[src/rtl/peri_bus_fabric_if.sv]
// CPU-side request/ack handshake and peripheral strobe bus of the fabric.
// The slave modport is the fabric's view; the master modport drives CPU and slave returns.
interface peri_bus_fabric_if #(
  parameter int unsigned NUM_SLV = 2
);
  logic [7:0]           cpu_status;
  logic [7:0]           cpu_addr;
  logic [7:0]           cpu_wdata;
  logic                 cpu_wr_en;
  logic                 cpu_rd_en;
  logic [7:0]           cpu_rdata;
  logic                 cpu_ack;
  logic [7:0]           s_addr;
  logic [7:0]           s_wdata;
  logic [NUM_SLV-1:0]   s_wr_en;
  logic [NUM_SLV-1:0]   s_rd_en;
  logic [8*NUM_SLV-1:0] s_rdata;
  logic [NUM_SLV-1:0]   s_ready;

  modport slave (
    input  cpu_status, cpu_addr, cpu_wdata, cpu_wr_en, cpu_rd_en, s_rdata, s_ready,
    output cpu_rdata, cpu_ack, s_addr, s_wdata, s_wr_en, s_rd_en
  );

  modport master (
    output cpu_status, cpu_addr, cpu_wdata, cpu_wr_en, cpu_rd_en, s_rdata, s_ready,
    input  cpu_rdata, cpu_ack, s_addr, s_wdata, s_wr_en, s_rd_en
  );
endinterface

[src/rtl/peri_bus_fabric.sv]
// Peripheral bus fabric: internal RAM window, BASE/MASK decoded slave slots with wait
// states and timeout, and an error status/address register pair.
module peri_bus_fabric #(
  parameter int unsigned            NUM_SLV   = 2,
  parameter logic [8*NUM_SLV-1:0]   SLV_BASE  = {8'h84, 8'h80},
  parameter logic [8*NUM_SLV-1:0]   SLV_MASK  = {8'hFC, 8'hFC},
  parameter int unsigned            RAM_DEPTH = 128,
  parameter int unsigned            TIMEOUT   = 15,
  parameter logic [7:0]             ERR_ADDR  = 8'hFF
) (
  input logic             clk,
  input logic             reset_n,
  peri_bus_fabric_if.slave bus
);
  localparam int unsigned AW        = (RAM_DEPTH > 1) ? $clog2(RAM_DEPTH) : 1;
  localparam logic [8:0]  RAM_TOP   = 9'(RAM_DEPTH);
  localparam logic [7:0]  ERR_ADDR1 = ERR_ADDR - 8'd1;
  localparam logic [7:0]  TO_LAST   = 8'(TIMEOUT - 1);

  typedef enum logic [2:0] {S_IDLE, S_RAM, S_STROBE, S_WAIT, S_ERRACC, S_DONE} state_t;

  state_t             state_q, state_d;
  logic [7:0]         addr_q, wdata_q, rdata_q, cnt_q, err_addr_q;
  logic               wr_q;
  logic [1:0]         err_stat_q;
  logic [NUM_SLV-1:0] sel_q, hit;
  logic               hit_any, req, is_ram, is_err, slv_ready;
  logic [7:0]         slv_rdata;
  logic [7:0]         mem [RAM_DEPTH];

  assign req    = bus.cpu_rd_en | bus.cpu_wr_en;
  assign is_ram = {1'b0, bus.cpu_addr} < RAM_TOP;
  assign is_err = (bus.cpu_addr == ERR_ADDR) || (bus.cpu_addr == ERR_ADDR1);

  // Lowest-index matching slot wins when regions overlap
  always_comb begin
    hit     = '0;
    hit_any = 1'b0;
    for (int unsigned i = 0; i < NUM_SLV; i++) begin
      if (!hit_any && ((bus.cpu_addr & SLV_MASK[8*i +: 8]) == SLV_BASE[8*i +: 8])) begin
        hit[i]  = 1'b1;
        hit_any = 1'b1;
      end
    end
  end

  always_comb begin
    slv_rdata = '0;
    for (int unsigned i = 0; i < NUM_SLV; i++) begin
      if (sel_q[i]) slv_rdata = slv_rdata | bus.s_rdata[8*i +: 8];
    end
    slv_ready = |(bus.s_ready & sel_q);
  end

  always_ff @(posedge clk or negedge reset_n) begin
    if (!reset_n) state_q <= S_IDLE;
    else          state_q <= state_d;
  end

  always_comb begin
    state_d = state_q;
    case (state_q)
      S_IDLE:   if (req) begin
                  if (is_ram)       state_d = S_RAM;
                  else if (is_err)  state_d = S_ERRACC;
                  else if (hit_any) state_d = S_STROBE;
                  else              state_d = S_ERRACC;
                end
      S_RAM:    state_d = S_DONE;
      S_STROBE: state_d = slv_ready ? S_DONE : S_WAIT;
      S_WAIT:   if (slv_ready || cnt_q == TO_LAST) state_d = S_DONE;
      S_ERRACC: state_d = S_DONE;
      S_DONE:   state_d = S_IDLE;
      default:  state_d = S_IDLE;
    endcase
  end

  always_comb begin
    bus.cpu_ack   = (state_q == S_DONE);
    bus.cpu_rdata = rdata_q;
    bus.s_addr    = addr_q;
    bus.s_wdata   = wdata_q;
    bus.s_wr_en   = '0;
    bus.s_rd_en   = '0;
    if (state_q == S_STROBE) begin
      if (wr_q) bus.s_wr_en = sel_q;
      else      bus.s_rd_en = sel_q;
    end
  end

  always_ff @(posedge clk or negedge reset_n) begin
    if (!reset_n) begin
      addr_q     <= '0;
      wdata_q    <= '0;
      rdata_q    <= '0;
      cnt_q      <= '0;
      err_addr_q <= '0;
      err_stat_q <= '0;
      wr_q       <= 1'b0;
      sel_q      <= '0;
    end else begin
      case (state_q)
        S_IDLE: if (req) begin
          addr_q  <= bus.cpu_addr;
          wdata_q <= bus.cpu_wdata;
          wr_q    <= bus.cpu_wr_en;
          sel_q   <= hit;
          cnt_q   <= '0;
        end
        S_RAM:    rdata_q <= wr_q ? 8'h00 : mem[addr_q[AW-1:0]];
        S_STROBE: begin
          cnt_q <= '0;
          if (slv_ready) rdata_q <= wr_q ? 8'h00 : slv_rdata;
        end
        S_WAIT: begin
          if (slv_ready) begin
            rdata_q <= wr_q ? 8'h00 : slv_rdata;
          end else if (cnt_q == TO_LAST) begin
            rdata_q       <= wr_q ? 8'h00 : 8'hEE;
            err_stat_q[0] <= 1'b1;
            err_addr_q    <= addr_q;
          end else begin
            cnt_q <= cnt_q + 8'd1;
          end
        end
        S_ERRACC: begin
          if (addr_q == ERR_ADDR) begin
            rdata_q <= wr_q ? 8'h00 : {6'b0, err_stat_q};
            if (wr_q) err_stat_q <= err_stat_q & ~wdata_q[1:0];
          end else if (addr_q == ERR_ADDR1) begin
            rdata_q <= wr_q ? 8'h00 : err_addr_q;
          end else begin
            rdata_q       <= 8'h00;
            err_stat_q[1] <= 1'b1;
            err_addr_q    <= addr_q;
          end
        end
        default: ;
      endcase
    end
  end

  // RAM write lands on the latch edge so the following RAM cycle can already read it back
  always_ff @(posedge clk) begin
    if (state_q == S_IDLE && req && is_ram && bus.cpu_wr_en && bus.cpu_addr != 8'h00)
      mem[bus.cpu_addr[AW-1:0]] <= bus.cpu_wdata;
    mem[0] <= bus.cpu_status;
  end
endmodule
[src/flat_wrapper.sv]
// flat-port wrapper written by rule: the top's interface ports become plain ports
module peri_bus_fabric_flat 
#(
  parameter int unsigned            NUM_SLV   = 2,
  parameter logic [8*NUM_SLV-1:0]   SLV_BASE  = {8'h84, 8'h80},
  parameter logic [8*NUM_SLV-1:0]   SLV_MASK  = {8'hFC, 8'hFC},
  parameter int unsigned            RAM_DEPTH = 128,
  parameter int unsigned            TIMEOUT   = 15,
  parameter logic [7:0]             ERR_ADDR  = 8'hFF
)
  (clk, reset_n, bus_cpu_status, bus_cpu_addr, bus_cpu_wdata, bus_cpu_wr_en, bus_cpu_rd_en, bus_s_rdata, bus_s_ready, bus_cpu_rdata, bus_cpu_ack, bus_s_addr, bus_s_wdata, bus_s_wr_en, bus_s_rd_en);
  peri_bus_fabric_if #(.NUM_SLV(NUM_SLV)) bus_i ();
  input logic clk;
  input logic reset_n;
  input wire logic [$bits(bus_i.cpu_status)-1:0] bus_cpu_status;
  input wire logic [$bits(bus_i.cpu_addr)-1:0] bus_cpu_addr;
  input wire logic [$bits(bus_i.cpu_wdata)-1:0] bus_cpu_wdata;
  input wire logic [$bits(bus_i.cpu_wr_en)-1:0] bus_cpu_wr_en;
  input wire logic [$bits(bus_i.cpu_rd_en)-1:0] bus_cpu_rd_en;
  input wire logic [$bits(bus_i.s_rdata)-1:0] bus_s_rdata;
  input wire logic [$bits(bus_i.s_ready)-1:0] bus_s_ready;
  output wire logic [$bits(bus_i.cpu_rdata)-1:0] bus_cpu_rdata;
  output wire logic [$bits(bus_i.cpu_ack)-1:0] bus_cpu_ack;
  output wire logic [$bits(bus_i.s_addr)-1:0] bus_s_addr;
  output wire logic [$bits(bus_i.s_wdata)-1:0] bus_s_wdata;
  output wire logic [$bits(bus_i.s_wr_en)-1:0] bus_s_wr_en;
  output wire logic [$bits(bus_i.s_rd_en)-1:0] bus_s_rd_en;
  assign bus_i.cpu_status = bus_cpu_status;
  assign bus_i.cpu_addr = bus_cpu_addr;
  assign bus_i.cpu_wdata = bus_cpu_wdata;
  assign bus_i.cpu_wr_en = bus_cpu_wr_en;
  assign bus_i.cpu_rd_en = bus_cpu_rd_en;
  assign bus_i.s_rdata = bus_s_rdata;
  assign bus_i.s_ready = bus_s_ready;
  assign bus_cpu_rdata = bus_i.cpu_rdata;
  assign bus_cpu_ack = bus_i.cpu_ack;
  assign bus_s_addr = bus_i.s_addr;
  assign bus_s_wdata = bus_i.s_wdata;
  assign bus_s_wr_en = bus_i.s_wr_en;
  assign bus_s_rd_en = bus_i.s_rd_en;
  peri_bus_fabric #(.NUM_SLV(NUM_SLV), .SLV_BASE(SLV_BASE), .SLV_MASK(SLV_MASK), .RAM_DEPTH(RAM_DEPTH), .TIMEOUT(TIMEOUT), .ERR_ADDR(ERR_ADDR)) u_core (.clk(clk), .reset_n(reset_n), .bus(bus_i));
endmodule
[config.mk]
export PLATFORM = sky130hd
export DESIGN_NAME = peri_bus_fabric_flat
export DESIGN_NICKNAME = d
export VERILOG_FILES = /design/src/rtl/peri_bus_fabric_if.sv /design/src/rtl/peri_bus_fabric.sv /design/src/flat_wrapper.sv
export SDC_FILE = /design/constraint.sdc
export NUM_CORES = 1
export LEC_CHECK = 0
export CAP_MARGIN = 25
export CORE_UTILIZATION = 34
export CTS_CLUSTER_DIAMETER = 200
export DETAILED_ROUTE_END_ITERATION = 7
export MAX_ROUTING_LAYER = met4
export SYNTH_ARGS = -nofsm -noshare
export SYNTH_HDL_FRONTEND = slang
export SYNTH_SLANG_ARGS = --single-unit
[constraint.sdc]
create_clock -name clk -period 7.9 [get_ports clk]
set_clock_uncertainty 0.15 [all_clocks]
set_input_delay 1.58 -clock clk [delete_from_list [all_inputs] [get_ports clk]]
set_output_delay 1.58 -clock clk [all_outputs]
set_load 0.01 [all_outputs]
# Word level (Yosys, flattened, before mapping)
# Memory sizes are Yosys's and may differ from the RTL's.
# Index checks and enable logic that the tools add are counted.
word_totals:
  regBits: 48
  ramBits: 1024
  input_bits: 46
  out_inout_bits: 29
  wordCells: 110
  memories: 1
classes:
  addsub: 1
  order_cmp: 1
  n_eq_ne: 25
  n_mux: 45
  n_bitwise: 5
  reduce_logical: 22
memory_table:
  columns: ["memory", "words", "width", "rd", "rd_clocked_by_memory_dff", "wr", "line_no", "source"]
  rows:
  - ["u_core.mem", 128, 8, 1, 0, 2, "peri_bus_fabric.sv:29", "logic [7:0] mem [RAM_DEPTH];"]
ops:
  columns: ["cell", "count"]
  rows:
  - ["$mux 8", 18]
  - ["$eq 8x8->1 const B", 4]
  - ["$pmux 8 s4", 1]
  - ["$pmux 8 s3", 1]
  - ["$mux 3", 6]
  - ["$ne 2x1->1 const B", 8]
  - ["$pmux 8 s2", 1]
  - ["$eq 6x6->1 const B", 2]
  - ["$mux 2", 6]
  - ["$pmux 3 s4", 1]
  - ["$mux 1", 10]
  - ["$reduce_and 5->1", 2]
  - ["$add 8x1->8 const B", 1]
  - ["$eq 8x4->1 const B", 1]
  - ["$lt 8x8->1 const B", 1]
  - ["$ne 2x2->1 const B", 4]
  - ["$or 8x8->8", 1]
  - ["$reduce_bool 8->1", 1]
  - ["$eq 3x2->1 const B", 2]
  - ["$eq 3x3->1 const B", 2]
  - ["$reduce_and 3->1", 2]
  - ["$logic_and 1x1->1", 5]
  - ["$and 2x2->2", 2]
  - ["$reduce_and 2->1", 2]
  - ["13 further kinds", 15]

# Longest topological paths before layout
depth:
  ltp_word: 10
  ltp_mapped: 12
  mapped_depth_nobuf: 8

# Worst setup path before layout
# No wires, ideal clock.
synth_timing:
  path_kind: "input -> register"
  from: "in bus_cpu_wr_en"
  to: "mem u_core.mem[127][0], enable pin"
  setup_time_ps: 371
  arrival_ps: 2864
  required_ps: 7379
  slack_ps: 4515
  cell_stages: 5
  n_path_buf: 1
  cell_sequence: "nand2_1 -> nor3b_1 -> nand3_1 -> clkbuf_1 -> nor2_1"
synth_lines:
  columns: ["element", "line_no", "source"]
  rows:
  - ["start, declared", "flat_wrapper.sv:18", "input wire logic [$bits(bus_i.cpu_wr_en)-1:0] bus_cpu_wr_en;"]
  - ["end, declared", "peri_bus_fabric.sv:29", null]

==> reports/qor.txt <==
status: finished clean
die width: 354.6 um
number of synthesized flops with an enable pin: 1016
worst-skew pair later-pin latency: 0.67 ns
Crit Path Category: in2reg
clock transition at the registers of the reported paths: 0.06 ns
Final setup viols: 0
vias in the first global route: 21860
initial antenna violation count: 4
R2R Path Start: u_core.state_q[0]$_DFFE_PN0P_
Initial Utilization: 34.24%
Compound-Gate Fraction of Synth Area: 2.699%
CP startpoint kind: input pin
slowest cell on the critical path: nand3_2
post_cts resized: 0
Slew Limit Headroom: 30.99%
max-cap check violation count: 0
count of final hold-check violations: 0
Hold-fix buffers, CTS: 0
Seq. cell area: 0.03188 mm^2
Worst R2R Path Depth: 5
commonest non-fill, non-tap cell in the layout: edfxtp_1
Clk Tree Root Cell: clkbuf_16
Synth Net Count: 2137
slowest stage delay, CP: 0.91 ns
Tightest Pin Transition: 1.035 ns
pin count of the biggest net entering global routing: 123
area share of fa/ha/maj cells after synthesis: 0.05918%
P&R area growth vs syn: 14.09%
Seq/Total Area, Yosys: 75.38%
buffers added on ports: 74
fill cell count: 10910
antenna-violating nets left: 0
CTS sink count: 1072
Final min period: 4.532 ns
Post-Synthesis Cells: 2089
flop2flop setup slack: 3.81 ns
Min Hold Slack: 0.3302 ns
post-CTS setup buffers: 0
layout cells sized above 1: 22.01%
met3 Usage GRT: 4.021%
DR WL/cell: 29.51 um
crit-path leading delay family: simple AND/OR/NAND/NOR gates
Leakage: 14.83 nW
Syn Area/Cell: 20.24 um^2
critical path arrival: 4.67 ns
GR Util met1: 25.37%
gr ovfl total: 0
Yosys warnings: 0
CTS tree: yes
worst hold start: u_core.cnt_q[7]$_DFFE_PN0P_
synthesized-area fraction occupied by xor and xnor cells: 0%
most frequent cells in the layout: edfxtp_1 (1016), mux4_2 (267), nor2_1 (179)
Hold/Removal Path Class: reg2reg
Final TNS setup: 0 ns
multiplexer area fraction after synthesis: 16.18%
drt total wl: 115.8 mm
first-pass GRT wire length: 165.9 mm
fraction of registers with async set/reset: 4.478%
via-per-instance ratio: 5.592
crit path buf inv count: 1
area of the multi-input gates: 0.009709 mm^2
CTS max path bufs: 3
Critical Path RT: 8.04 ns
Placer Congestion: 0.9059
Post-Synth Simple-Gate Area: 3.962%
ys flop type: edfxtp_1
Global Route met2 Usage: 28.90%
Netlist cell types: 63
hold depth: 1
Die ar.: 0.1258 mm^2
Setup crit end kind: flop
number of synthesized register bits: 1072
site row count: 129
Max Fclk: 220.6 MHz
largest family of logic cells by synthesized area: multiplexers
core area: 0.1235 mm^2
grt peak-use layer: met2
final instance area: 0.04824 mm^2
pwr dens: 332.8 mW/mm^2
worst path cell trace: clkdlybuf4s50_1 > nand2_1 > nor3_1 > nand3_2 > nor2_1
RSZ-0062 raised after global routing: false
die height: 354.6 um
max-slew violations: 0
Reg2Reg Capture Point: u_core.mem[40][2]$_DFFE_PP_
vias: 21940
maximum vdd drop: 0.2128 mV
nets@finish: 2241
overall routing resource usage: 18.87%
Initial DRC Count: 2725
hold endpoint: u_core.cnt_q[7]$_DFFE_PN0P_
# IOs: 75
DRC viols: 0
TritonCTS Buffers: 103
hpwl dp: 70.45 mm
worst-path maximum fanout: 15
Mapped Area: 0.04228 mm^2
Period Utilization, post-route: 57.37%
drt first pass iters: 5
htree depth: 3
Post-Place Cell Area: 0.04470 mm^2
through the flow:
stage	cells	util, %	power (mW)	worst slack [ns]
6_report	3924	39.07	16.05	3.368
5_1_grt	3921	39.06	16.52	3.267
4_1_cts	3915	39.03	16.09	3.297
3_5_place_dp	3722	36.20	11.05	2.596
3_3_place_gp	3721	36.19	11.03	2.772
2_1_floorplan	2089	-	9.464	4.515
layer usage:
metal  up-vias  part of all wire [%]
li1       8812                     -
met1     11770                    41
met2      1182                    48
met3       179                   8.7
met4         0                   2.7
met5         -                     0
layout make-up:
| class | instances | share of cell area (%) |
|---|---|---|
| inverter | 8 | 0.06225 |
| antenna | 6 | 0.03113 |
| multi-input combinational | 895 | 20.13 |
| clock buffer | 125 | 5.618 |
| tap | 1637 | 4.246 |
| sequential | 1072 | 66.09 |
| clock inverter | 68 | 1.619 |
| timing repair buffer | 113 | 2.202 |
cell usage after synthesis, types with 5 or more instances:
cell | number | share of area, %
edfxtp_1 | 1016 | 72
mux4_2 | 267 | 14
nor2_1 | 179 | 1.6
nand2_1 | 110 | 0.98
mux2i_1 | 50 | 1.2
clkbuf_1 | 48 | 0.43
dfrtp_1 | 48 | 2.8
o21ai_0 | 37 | 0.44
a22oi_1 | 34 | 0.60
buf_2 | 26 | 0.31
nand3_1 | 25 | 0.30
nor3_1 | 24 | 0.28
a21oi_1 | 20 | 0.24
buf_6 | 18 | 0.48
buf_4 | 16 | 0.28
nor2b_1 | 16 | 0.24
mux2_2 | 15 | 0.40
a221oi_1 | 9 | 0.19
a31oi_1 | 9 | 0.13
nand4_1 | 9 | 0.13
dfxtp_1 | 8 | 0.38
inv_1 | 8 | 0.071
and2_1 | 7 | 0.10
and3_1 | 7 | 0.10
mux4_1 | 6 | 0.37
nand2b_1 | 5 | 0.074
o21ai_1 | 5 | 0.059
logic make-up after synthesis:
logic type | count (synthesis)
AO/OA/AOI/OAI | 164
adder cells (fa/ha/maj) | 2
flip-flops | 1072
AND/OR/NAND/NOR | 391
multiplexers | 338
buffers and inverters | 122
flip-flops by register name, indices dropped and copies added (netlist names):
name                  flops
u_core.mem             1024
u_core.bus.cpu_rdata      8
u_core.bus.s_addr         8
u_core.bus.s_wdata        8
u_core.cnt_q              8
u_core.err_addr_q         8
u_core.state_q            3
u_core.err_stat_q         2
u_core.sel_q              2
u_core.wr_q               1
worst max path at each step:
stage	start	to	slack [ns]	cells past startpoint
final	bus_cpu_wr_en	u_core.mem[40][2]$_DFFE_PP_	3.37	5
after global routing	bus_cpu_wr_en	u_core.mem[24][3]$_DFFE_PP_	3.27	5
after CTS	bus_cpu_wr_en	u_core.mem[46][3]$_DFFE_PP_	3.30	5
after detailed placement	bus_cpu_wr_en	u_core.mem[46][2]$_DFFE_PP_	2.60	5
after global placement	bus_cpu_wr_en	u_core.mem[46][2]$_DFFE_PP_	2.77	5
after floorplan	bus_cpu_wr_en	u_core.mem[127][0]$_DFFE_PP_	4.51	5
power by group:
| group | internal (mW) | total [mW] | leakage (nW) | switching (mW) |
|---|---|---|---|---|
| clock | 2.94 | 5.08 | 1.68 | 2.14 |
| combinational | 1.88 | 4.43 | 3.35 | 2.55 |
| sequential | 6.32 | 6.54 | 9.79 | 0.226 |
No activity file was read; power rests on OpenSTA's default activity.
